`src/rtl/switch_ingress_fifo.sv`:
```
// Ingress buffer in front of the address-routing switch: a circular FIFO that
// replays accepted {addr, data} entries as registered beats with an optional idle gap.
module switch_ingress_fifo #(
  parameter int ADDR_WIDTH = 8,
  parameter int DATA_WIDTH = 16,
  parameter int DEPTH      = 8,
  parameter int GAP        = 0
) (
  input  logic                     clk,
  input  logic                     rstn,
  input  logic                     in_valid,
  output logic                     in_ready,
  input  logic [ADDR_WIDTH-1:0]    in_addr,
  input  logic [DATA_WIDTH-1:0]    in_data,
  input  logic                     pause,
  output logic                     vld,
  output logic [ADDR_WIDTH-1:0]    addr,
  output logic [DATA_WIDTH-1:0]    data,
  output logic [$clog2(DEPTH):0]   level
);

  localparam int PW = $clog2(DEPTH);
  localparam int LW = PW + 1;
  localparam int EW = ADDR_WIDTH + DATA_WIDTH;
  localparam int GW = (GAP > 0) ? $clog2(GAP + 1) : 1;

  localparam logic [LW-1:0] FULL_LEVEL = LW'(DEPTH);
  localparam logic [GW-1:0] GAP_LOAD   = GW'(GAP);

  logic [EW-1:0]         mem_q [DEPTH];
  logic [PW-1:0]         wptr_q, wptr_d;
  logic [PW-1:0]         rptr_q, rptr_d;
  logic [LW-1:0]         level_q, level_d;
  logic [GW-1:0]         gap_q, gap_d;
  logic                  vld_q, vld_d;
  logic [ADDR_WIDTH-1:0] addr_q, addr_d;
  logic [DATA_WIDTH-1:0] data_q, data_d;
  logic                  push, pop;
  logic [EW-1:0]         head;

  // Readiness comes only from registered occupancy, so a pop never frees a slot
  // for a push on the same edge.
  assign in_ready = (level_q != FULL_LEVEL);
  assign push     = in_valid && in_ready;
  assign pop      = (level_q != '0) && !pause && (gap_q == '0);
  assign head     = mem_q[rptr_q];

  // NOTE: every signal assigned here gets a default first, so no path can infer a latch.
  always_comb begin
    wptr_d  = wptr_q;
    rptr_d  = rptr_q;
    level_d = level_q;
    gap_d   = gap_q;
    vld_d   = 1'b0;
    addr_d  = '0;
    data_d  = '0;

    if (push) wptr_d = wptr_q + 1'b1;

    if (pop) begin
      rptr_d = rptr_q + 1'b1;
      gap_d  = GAP_LOAD;
      vld_d  = 1'b1;
      addr_d = head[EW-1:DATA_WIDTH];
      data_d = head[DATA_WIDTH-1:0];
    end else if (gap_q != '0) begin
      gap_d = gap_q - 1'b1;
    end

    case ({push, pop})
      2'b10:   level_d = level_q + 1'b1;
      2'b01:   level_d = level_q - 1'b1;
      default: level_d = level_q;
    endcase
  end

  // NOTE: state registers use non-blocking assignments so all of them update
  // together from the same pre-edge values.
  always_ff @(posedge clk or negedge rstn) begin
    if (!rstn) begin
      wptr_q  <= '0;
      rptr_q  <= '0;
      level_q <= '0;
      gap_q   <= '0;
      vld_q   <= 1'b0;
      addr_q  <= '0;
      data_q  <= '0;
    end else begin
      wptr_q  <= wptr_d;
      rptr_q  <= rptr_d;
      level_q <= level_d;
      gap_q   <= gap_d;
      vld_q   <= vld_d;
      addr_q  <= addr_d;
      data_q  <= data_d;
    end
  end

  // NOTE: storage is deliberately left out of reset; entries are only read
  // once level says they were written, so clearing them buys nothing.
  always_ff @(posedge clk) begin
    if (push) mem_q[wptr_q] <= {in_addr, in_data};
  end

  assign vld   = vld_q;
  assign addr  = addr_q;
  assign data  = data_q;
  assign level = level_q;

endmodule

```
`config.mk`:
```
export PLATFORM = sky130hd
export DESIGN_NAME = switch_ingress_fifo
export DESIGN_NICKNAME = d
export VERILOG_FILES = /design/src/rtl/switch_ingress_fifo.sv
export SDC_FILE = /design/constraint.sdc
export NUM_CORES = 1
export LEC_CHECK = 0
export CAP_MARGIN = 5
export CORE_MARGIN = 2
export CORE_UTILIZATION = 52
export DETAILED_ROUTE_END_ITERATION = 12
export PLACE_DENSITY_LB_ADDON = 0.3
export SLEW_MARGIN = 15
export SYNTH_ARGS = -nofsm -noshare
export SYNTH_HDL_FRONTEND = slang
export SYNTH_SLANG_ARGS = --single-unit
```
`constraint.sdc`:
```
create_clock -name clk -period 3.2 [get_ports clk]
set_input_delay 0.64 -clock clk [delete_from_list [all_inputs] [get_ports clk]]
set_output_delay 0.64 -clock clk [all_outputs]
set_load 0.01 [all_outputs]
```
==> run_results.csv <==
group,metric,value,unit
timing,finClkSkew,14.84,ps
clock_tree,clk_latency,500,ps
route,viasPerCell,5.588,
synth,synth_nets,422,
timing,setup_viol,0,
grt,grt_overflow_total,0,
clock_tree,cts_resized,0,
place,port_buffers,57,
route,vias,3923,
grt,grtUsageMet2,30.76,%
timing,slew_headroom,41.62,%
flow_run,drv_cap,0,
worst_setup_path,slowest_stage,"or4b_4",
synth,synthCells,389,
place,routabilityCongestion,0.7535,
worst_setup_path,rr_worst_depth,9,
die,die_x,131.9,um
worst_setup_path,rrSetupSlack,640,ps
timing,min_period,2673,ps
die,die_h,131.9,um
route,postRouteWirelength,15210,um
route,drtIter0Drc,282,
layout,area_growth,18.92,%
die,start_util,53.34,%
worst_setup_path,crit_fanout,8,
worst_setup_path,crit_arrival,2030,ps
clock_tree,post_cts_buffers,0,
layout,layout.nets,504,
worst_setup_path,path_cells,"or4b_4 -> clkdlybuf4s50_1",
clock_tree,clock_path_buffers,3,
synth,avgSynthCellArea,21.86,um^2
worst_setup_path,max_stage_delay,580,ps
clock_tree,cts_made_buffers,23,
route,drt-pass1-iter-count,4,
timing,maxSlewViolCount,0,
worst_setup_path,path_class,"reg -> out",
synth,ys_top_cells_by_area,"edfxtp_1 68%, mux4_2 13%, dfrtp_1 10%",
die,rows,46,
clock_tree,clockRootBuffer,"clkbuf_16",
layout,final_cell_count_no_fill,702,
grt,grt_pass1_vias,4278,
timing,tightest_slew,875.8,ps
place,dp_hpwl,8623,um
grt,grt_max_degree,36,
worst_setup_path,r2r-end,"level[2]",
clock_tree,cts_hold_buf,0,
timing,final-hold-violation-count,0,
worst_hold_path,min_path_type,"in -> async",
clock_tree,clock_sinks,227,
worst_setup_path,crit_path_start_kind,"register",
timing,holdWs,263.4,ps
synth,netlist_area,0.008504,mm^2
layout,fill_cells,1117,
grt,antenna_found_initial,0,
clock_tree,cts_tree,"yes",
synth,synth_top_area_cell,"edfxtp_1",
pwr,pwr_density_cell,899.1,mW/mm^2
grt,met1_usage,25.68,%
layout,design_area,0.01011,mm^2
clock_tree,clkTransAtPathRegs,60,ps
outcome,status,"finished, final reports clean",
grt,grt_pass1_wl,24450,um
layout,final_common_cell,"edfxtp_1",
place,dp.cells,662,
timing,fin_setup_tns,0,ps
synth,synth_top_area_share,67.79,%
synth,yosys_warnings,0,
synth,ys_seq_elements,227,
layout,final_util,63.44,%
worst_setup_path,rr_startpoint,"level[1]",
worst_setup_path,cp.required,2560,ps
layout,multiInputGateArea,0.001772,mm^2
route,drc,0,
clock_tree,htreeDepth,1,
layout,layout-drive-gt1-share,23.25,%
place,placed_area,0.009410,mm^2
grt,grtUsageTotal,18.40,%
synth,yosysSeqAreaShare,78.09,%
timing,fmax,374.1,MHz
die,io_pins,58,
synth,synth_cell_types,28,
die,die-area,0.01739,mm^2
layout,layout_common_cells,"192 x edfxtp_1, 56 x clkdlybuf4s50_1, 48 x mux4_2, 33 x dfrtp_1, 26 x nor2_1",
pwr,peakVddDrop,0.4680,mV
pwr,p_leak,3.473,nW
grt,gr-usage-met3,2.960,%
die,core,0.01594,mm^2
layout,regArea,0.006646,mm^2
route,ant_nets,0,
layout,diodes,0,
worst_setup_path,crit_buf_inv,1,
worst_setup_path,critPathTopFamily,"simple AND/OR/NAND/NOR gates",
grt,globalRoute.busiestLayer,"met2",
worst_setup_path,cp-end-kind,"output pin",
timing,rsz0062_at_grt,"no",
timing,fin_crit_sh,83.54,%
route,wl_per_cell,21.66,um
sequential cells by signal, summed over array words and instances, names as in the netlist:
name	flops
data	16
addr	8
wptr_q	3
rptr_q	3
mem_q	192
level	4
vld	1
cell usage after synthesis:
cell	number
a21oi_1	2
clkbuf_1	3
mux2i_1	24
buf_4	2
mux4_2	48
or4b_4	1
or2_2	2
a211o_1	1
xnor2_1	4
nand3b_1	1
xor2_1	4
buf_2	6
buf_12	2
ha_1	5
a41oi_1	1
nand2_1	8
nand3_1	2
buf_6	1
inv_1	1
buf_1	3
nor4_1	1
mux2_2	2
dfrtp_1	35
edfxtp_1	192
nor3b_1	1
nand2b_1	3
nor3_1	2
nor2_1	32
per-stage QoR:
stage	total power, mW	setup WS [ps]
3_3_place_gp	6.628	559.3
4_1_cts	9.220	508.0
6_report	9.093	526.6
5_1_grt	9.541	475.7
2_1_floorplan	5.779	266.8
3_5_place_dp	6.702	401.7
per-layer routing:
| layer | wire length, um | up-vias | part of all wire (%) |
|---|---|---|---|
| met2 | 7816 | 93 | 51 |
| met5 | 0 | - | 0 |
| met1 | 6460 | 2085 | 42 |
| met4 | 250 | 0 | 1.6 |
| met3 | 678 | 22 | 4.5 |
| li1 | - | 1723 | - |
how the worst max path moves through the flow:
stage	startpoint	end	slack, ps	cells past startpoint
floorplan	level[1]	mem_q[1][0]	270	3
global placement	pause	level[2]	560	10
detailed placement	pause	level[2]	400	10
CTS	level[2]	in_ready	510	2
global route	level[2]	in_ready	480	2
finish	level[1]	in_ready	530	2
cells by family after synthesis:
group           after synthesis  synth area share, %
simple gates                 53                2.781
fa+ha+maj                     5               0.7356
buf+inv                      18                1.442
xor+xnor                      8               0.8238
mux                          74                15.80
compound gates                4               0.3237
flops                       227                78.09
final cells by class:
| type | instances | share of cell area (%) |
|---|---|---|
| timing repair buffer | 74 | 7.101 |
| sequential | 227 | 65.72 |
| clock buffer | 27 | 5.839 |
| tap | 216 | 2.672 |
| multi-input combinational | 144 | 17.52 |
| clock inverter | 13 | 1.113 |
| inverter | 1 | 0.03712 |
report_power, final:
group | internal (mW) | switching (mW) | leakage [nW]
Combinational | 1.32 | 1.10 | 0.945
Sequential | 3.81 | 0.370 | 2.18
Clock | 1.47 | 1.02 | 0.346
(Power assumes the default switching activity.)
